<file path="src/rtl/eth_pkg.sv">
// Shared constants, the framing FSM state type and the MAC swap helper for the
// Ethernet packet responder.
package eth_pkg;

   localparam int unsigned DATA_W  = 512;
   localparam int unsigned EMPTY_W = 6;
   localparam int unsigned MAC_W   = 48;
   // MSB positions of the destination and source MAC fields (byte 0 is data[511:504])
   localparam int unsigned DMAC_HI = 511;
   localparam int unsigned SMAC_HI = 463;
   // An SOP&EOP beat with more invalid bytes than this holds fewer than 12 bytes
   localparam logic [EMPTY_W-1:0] RUNT_EMPTY = 6'd52;

   typedef enum logic [1:0] {StIdle, StInPkt, StDrop} state_t;

   // Exchange the destination and source MAC fields; all other bits unchanged.
   function automatic logic [DATA_W-1:0] swap_macs(input logic [DATA_W-1:0] d);
      logic [DATA_W-1:0] r;
      r = d;
      r[DMAC_HI -: MAC_W] = d[SMAC_HI -: MAC_W];
      r[SMAC_HI -: MAC_W] = d[DMAC_HI -: MAC_W];
      return r;
   endfunction

endpackage

</file>
<file path="src/rtl/avst_skid_buf.sv">
// Avalon-ST output register plus one-entry skid buffer.
// Ports:
//   clk, rst             clock, asynchronous active-high reset
//   in_data/in_valid     upstream beat, pushed when in_valid & in_ready
//   in_ready             high whenever the skid entry is empty
//   out_data/out_valid   registered downstream beat, held stable while stalled
//   out_ready            downstream backpressure, ready latency 0
module avst_skid_buf #(
   parameter int unsigned WIDTH = 8
) (
   input  logic             clk,
   input  logic             rst,
   input  logic [WIDTH-1:0] in_data,
   input  logic             in_valid,
   output logic             in_ready,
   output logic [WIDTH-1:0] out_data,
   output logic             out_valid,
   input  logic             out_ready
);

   logic [WIDTH-1:0] out_q;
   logic [WIDTH-1:0] skid_q;
   logic             out_valid_q;
   logic             skid_valid_q;
   logic             push;

   assign push = in_valid & in_ready;

   always_ff @(posedge clk or posedge rst) begin
      if (rst) begin
         out_q        <= '0;
         skid_q       <= '0;
         out_valid_q  <= 1'b0;
         skid_valid_q <= 1'b0;
      end else if (!out_valid_q || out_ready) begin
         // Output register frees up: refill from the skid first to keep order.
         // in_ready is low whenever the skid is occupied, so no push collides.
         if (skid_valid_q) begin
            out_q        <= skid_q;
            out_valid_q  <= 1'b1;
            skid_valid_q <= 1'b0;
         end else begin
            out_valid_q <= push;
            if (push) begin
               out_q <= in_data;
            end
         end
      end else if (push) begin
         // Output stalled: park the beat in the skid.
         skid_q       <= in_data;
         skid_valid_q <= 1'b1;
      end
   end

   assign in_ready  = ~skid_valid_q;
   assign out_data  = out_q;
   assign out_valid = out_valid_q;

endmodule

</file>
<file path="src/rtl/eth_pkt_responder.sv">
// Ethernet packet responder: checks Avalon-ST framing of packets from the RX
// FIFO, drops disabled/malformed traffic, optionally swaps the MAC addresses
// on the SOP beat and forwards the packet to the TX FIFO.
// Ports:
//   fifo_clk, fifo_rst              clock, asynchronous active-high reset
//   en                              enable, sampled on each accepted SOP beat
//   rx_data/valid/sop/eop/empty     Avalon-ST sink, rx_ready back to the RX FIFO
//   tx_data/valid/sop/eop/empty     Avalon-ST source, tx_ready from the TX FIFO
//   rx_pkt_cnt, tx_pkt_cnt          wrapping counts of accepted SOP / emitted EOP beats
//   err_cnt, drop_cnt               saturating counts of framing errors / dropped packets
module eth_pkt_responder
   import eth_pkg::*;
#(
   parameter bit          SWAP_EN = 1'b1,
   parameter int unsigned CNT_W   = 32
) (
   input  logic               fifo_clk,
   input  logic               fifo_rst,
   input  logic               en,
   input  logic [DATA_W-1:0]  rx_data,
   input  logic               rx_valid,
   input  logic               rx_sop,
   input  logic               rx_eop,
   input  logic [EMPTY_W-1:0] rx_empty,
   output logic               rx_ready,
   output logic [DATA_W-1:0]  tx_data,
   output logic               tx_valid,
   output logic               tx_sop,
   output logic               tx_eop,
   output logic [EMPTY_W-1:0] tx_empty,
   input  logic               tx_ready,
   output logic [CNT_W-1:0]   rx_pkt_cnt,
   output logic [CNT_W-1:0]   tx_pkt_cnt,
   output logic [15:0]        err_cnt,
   output logic [15:0]        drop_cnt
);

   localparam int unsigned BEAT_W = DATA_W + EMPTY_W + 2;

   state_t             state_q;
   state_t             state_d;
   logic               accept;
   logic               fwd;
   logic               close_pkt;
   logic               err_ev;
   logic               drop_ev;
   logic               skid_ready;
   logic               beat_sop;
   logic               beat_eop;
   logic [EMPTY_W-1:0] beat_empty;
   logic [DATA_W-1:0]  beat_data;
   logic [BEAT_W-1:0]  beat_out;

   assign rx_ready = skid_ready & ~fifo_rst;
   assign accept   = rx_valid & rx_ready;

   // Classify each accepted beat: forward, close the open packet, or discard.
   always_comb begin
      state_d   = state_q;
      fwd       = 1'b0;
      close_pkt = 1'b0;
      err_ev    = 1'b0;
      drop_ev   = 1'b0;
      if (accept) begin
         unique case (state_q)
            StIdle: begin
               if (!rx_sop) begin
                  err_ev = 1'b1;
                  if (!rx_eop) state_d = StDrop;
               end else if (!en) begin
                  drop_ev = 1'b1;
                  if (!rx_eop) state_d = StDrop;
               end else if (rx_eop && (rx_empty > RUNT_EMPTY)) begin
                  err_ev = 1'b1;
               end else begin
                  fwd = 1'b1;
                  if (!rx_eop) state_d = StInPkt;
               end
            end
            StInPkt: begin
               fwd = 1'b1;
               if (rx_sop) begin
                  // Unexpected SOP terminates the open packet, rest is dropped
                  close_pkt = 1'b1;
                  err_ev    = 1'b1;
                  state_d   = rx_eop ? StIdle : StDrop;
               end else if (rx_eop) begin
                  state_d = StIdle;
               end
            end
            StDrop: begin
               if (rx_eop) state_d = StIdle;
            end
            default: state_d = StIdle;
         endcase
      end
   end

   // Shape the beat handed to the output stage.
   always_comb begin
      beat_sop   = rx_sop & ~close_pkt;
      beat_eop   = rx_eop | close_pkt;
      beat_empty = (rx_eop && !close_pkt) ? rx_empty : '0;
      beat_data  = (SWAP_EN && beat_sop) ? swap_macs(rx_data) : rx_data;
   end

   always_ff @(posedge fifo_clk or posedge fifo_rst) begin
      if (fifo_rst) begin
         state_q    <= StIdle;
         rx_pkt_cnt <= '0;
         tx_pkt_cnt <= '0;
         err_cnt    <= '0;
         drop_cnt   <= '0;
      end else begin
         state_q <= state_d;
         if (accept && rx_sop) rx_pkt_cnt <= rx_pkt_cnt + CNT_W'(1);
         if (tx_valid && tx_ready && tx_eop) tx_pkt_cnt <= tx_pkt_cnt + CNT_W'(1);
         if (err_ev && (err_cnt != 16'hFFFF)) err_cnt <= err_cnt + 16'd1;
         if (drop_ev && (drop_cnt != 16'hFFFF)) drop_cnt <= drop_cnt + 16'd1;
      end
   end

   avst_skid_buf #(
      .WIDTH(BEAT_W)
   ) u_skid (
      .clk      (fifo_clk),
      .rst      (fifo_rst),
      .in_data  ({beat_sop, beat_eop, beat_empty, beat_data}),
      .in_valid (fwd),
      .in_ready (skid_ready),
      .out_data (beat_out),
      .out_valid(tx_valid),
      .out_ready(tx_ready)
   );

   assign {tx_sop, tx_eop, tx_empty, tx_data} = beat_out;

endmodule

</file>
<file path="config.mk">
export PLATFORM = sky130hd
export DESIGN_NAME = eth_pkt_responder
export DESIGN_NICKNAME = d
export VERILOG_FILES = /design/src/rtl/eth_pkg.sv /design/src/rtl/avst_skid_buf.sv /design/src/rtl/eth_pkt_responder.sv
export SDC_FILE = /design/constraint.sdc
export NUM_CORES = 2
export LEC_CHECK = 0
export CAP_MARGIN = 0
export CORE_AREA = 2 2 444 446
export CTS_CLUSTER_DIAMETER = 150
export DETAILED_ROUTE_END_ITERATION = 10
export DIE_AREA = 0 0 446 448
export SLEW_MARGIN = 20
export SYNTH_ARGS = -nofsm -noshare
export SYNTH_HDL_FRONTEND = slang
export SYNTH_SLANG_ARGS = --single-unit
export TNS_END_PERCENT = 10
</file>
<file path="constraint.sdc">
create_clock -name fifo_clk -period 55.8 [get_ports fifo_clk]
set_input_delay 16.74 -clock fifo_clk [delete_from_list [all_inputs] [get_ports fifo_clk]]
set_output_delay 16.74 -clock fifo_clk [all_outputs]
set_load 0.01 [all_outputs]
</file>
==> results.cfg <==
[status]
status = complete, no violations

[power_and_ir_drop]
total_power_uw = 2848
p_leak_uw = 0.03107
pwr_density_cell_nw_per_um2 = 42.93
ir_drop_mv = 0.02552

[clocking]
cts_max_path_buffers = 3
cts_htree_levels = 4
numCtsBuffers = 138
post_cts_buffers = 0
worstSkewPairLatency_ns = 0.78
post_cts_resized = 0
cts-hold-fix-buffers = 0
cts.sinks = 1140
clkTransAtPathRegs_ns = 0.05
cts_root_buf = clkbuf_16
cts_tree = yes

[timing]
fin_worst_skew_ns = 0.03349
hold_viol_final = 0
max_freq_mhz = 28.66
whs_ns = 0.4760
worst_pin_slew_ns = 1.188
setup_tns_ns = 0
post-route-period-util_pct = 62.54
relSlewSlack_pct = 20.80
setup_viol = 0
rsz0062_at_grt = false
drv_slew = 0
fin_crit_ns = 34.90

[synthesis]
synth_top_area_share_pct = 59.74
synth-seq-cells = 1140
synth_nets = 4066
synth-async-reset-ratio_pct = 100.0
synthTopCellsByArea = dfrtp_1 (60%), mux2_2 (15%), a221o_1 (8.7%), and3_1 (5.7%), mux2i_1 (2.2%)
synth-edff-count = 0
seq_area_frac_synth_pct = 59.74
syn_inst = 3537
yosys_warnings = 0
syn_avg_cell_area_um2 = 13.50
synth_top_area_cell = dfrtp_1
syn-cell-area_um2 = 47760
synth_ff_type = dfrtp_1
synthDistinctLibCells = 46

[place]
dp_cells = 6966
dpl_cell_area_um2 = 61520
dp_hpwl_um = 127500
gp_congestion = 0.8707
io_buffers = 1142

[global_route]
grt_first_pass_wirelength_um = 259800
antenna_found_initial = 79
overflow = 0
first_global_vias = 35680
grtUsageTotal_pct = 17.50
grt_max_degree = 183

[routing]
num_vias = 35980
drt-wirelength-per-cell_um = 25.15
drtPass1Iterations = 7
drtIter0Drc = 2750
antenna_left = 0
via_per_inst = 4.952
route.detailed.drc = 0
wl_um = 182700

[setup_path]
startpoint_type = input pin
worst_ep_arrival_time_ns = 18.16
path_class = input pin to output port
timing.rr.start = u_skid.skid_valid_q
r2r_end = u_skid.out_data[96]
path_max_fanout = 6
endpoint_kind = output port
reg2regPathDepth = 9
r2r_slack_ns = 49.89
required_ns = 39.06

[layout]
seq_area_um2 = 28530
fin_nets = 5095
fill_cells = 19070
final_common_cell = clkdlybuf4s50_1
final_cells = 7265
area_growth_pct = 38.93
final_area_um2 = 66350
multi_input_area_um2 = 17880
layout_common_cells = clkdlybuf4s50_1 (1,142), dfrtp_1 (1,139), mux2_2 (620)
drive_above_1_share_pct = 19.26

[hold_path]
hold_path_depth = 2
holdCritPathClass = register to register
holdPathEnd = u_skid.out_data[420]
hold_start = u_skid.out_data[420]

[floorplanning]
num_io_pins = 1143
core_area_um2 = 194600
rows = 162
dieArea_um2 = 199800
initial_core_util_pct = 24.54
die_w_um = 446
dieHeight_um = 448

[job]
maxCapViolCount = 0
[layer usage]
layer	wire (um)	share of wire (%)	GRT usage, %	vias up
li1	-	-	-	15440
met1	76680	42	22.66	18870
met2	83990	46	26.60	1311
met3	13840	7.6	5.291	344
met4	8104	4.4	8.405	14
met5	92	0.050	0	-
[where the power goes]
group | switching, uW | internal [uW]
Sequential | 138 | 1010
Clock | 376 | 545
Combinational | 342 | 440
Total | 856 | 1990
[through the flow]
stage | setup WS [ns] | utilization (%)
after CTS | 20.88 | 34.00
after global routing | 20.85 | 34.08
after global placement | 20.88 | 31.62
after detailed placement | 20.90 | 31.62
final | 20.90 | 34.10
after floorplan | 6.955 | -
[how the worst max path moves through the flow]
stage / from / endpoint / slack (ns) / cells after the start
floorplan: fifo_rst / drop_cnt[0] / 6.95 / 1
global placement: fifo_rst / rx_ready / 20.88 / 3
detailed placement: fifo_rst / rx_ready / 20.90 / 3
CTS: fifo_rst / rx_ready / 20.88 / 3
global route: fifo_rst / rx_ready / 20.85 / 3
finish: fifo_rst / rx_ready / 20.90 / 3
[synth_stat cells, types with 6 or more instances]
| cell type | number |
|---|---|
| a221o_1 | 416 |
| and2_1 | 8 |
| and3_1 | 436 |
| and4_1 | 10 |
| buf_1 | 10 |
| buf_2 | 143 |
| buf_6 | 6 |
| clkbuf_1 | 139 |
| dfrtp_1 | 1140 |
| inv_1 | 15 |
| mux2_2 | 620 |
| mux2i_1 | 105 |
| nand2_1 | 147 |
| nand3_1 | 31 |
| nand4_1 | 32 |
| nor2_1 | 22 |
| nor3_1 | 12 |
| o21ai_0 | 108 |
| xnor2_1 | 62 |
| xor2_1 | 28 |
[sequential cells by signal, summed over array words and instances, names as in the netlist]
name                 flops
drop_cnt                16
u_skid.skid_q          520
tx_pkt_cnt              32
rx_pkt_cnt              32
u_skid.out_data        520
u_skid.out_valid         1
state_q                  2
err_cnt                 16
u_skid.skid_valid_q      1
[worst max-delay path, stage by stage]
cell and delay [ns]:
clkdlybuf4s50_1 0.65, nor2_1 0.19, clkdlybuf4s50_1 0.57
[logic make-up (layout without fill, tap and decap cells)]
kind of cell	count (synthesis)	in the layout	synth area share (%)
xor+xnor	90	90	1.651
mux	725	725	16.82
compound gates	538	538	10.06
flops	1140	1140	59.74
other cells	0	49	0
buf+inv	313	1450	2.929
fa+ha+maj	4	4	0.1048
simple gates	727	727	8.698
[area by class of cell]
class	count	area share, %
antenna	49	0.1848
clock buffer	199	6.035
clock inverter	49	0.9674
inverter	15	0.09618
multi-input combinational	2084	26.95
sequential	1140	43.00
tap	2542	4.794
timing repair buffer	1187	17.97
No activity file was read; power rests on OpenSTA's default activity.
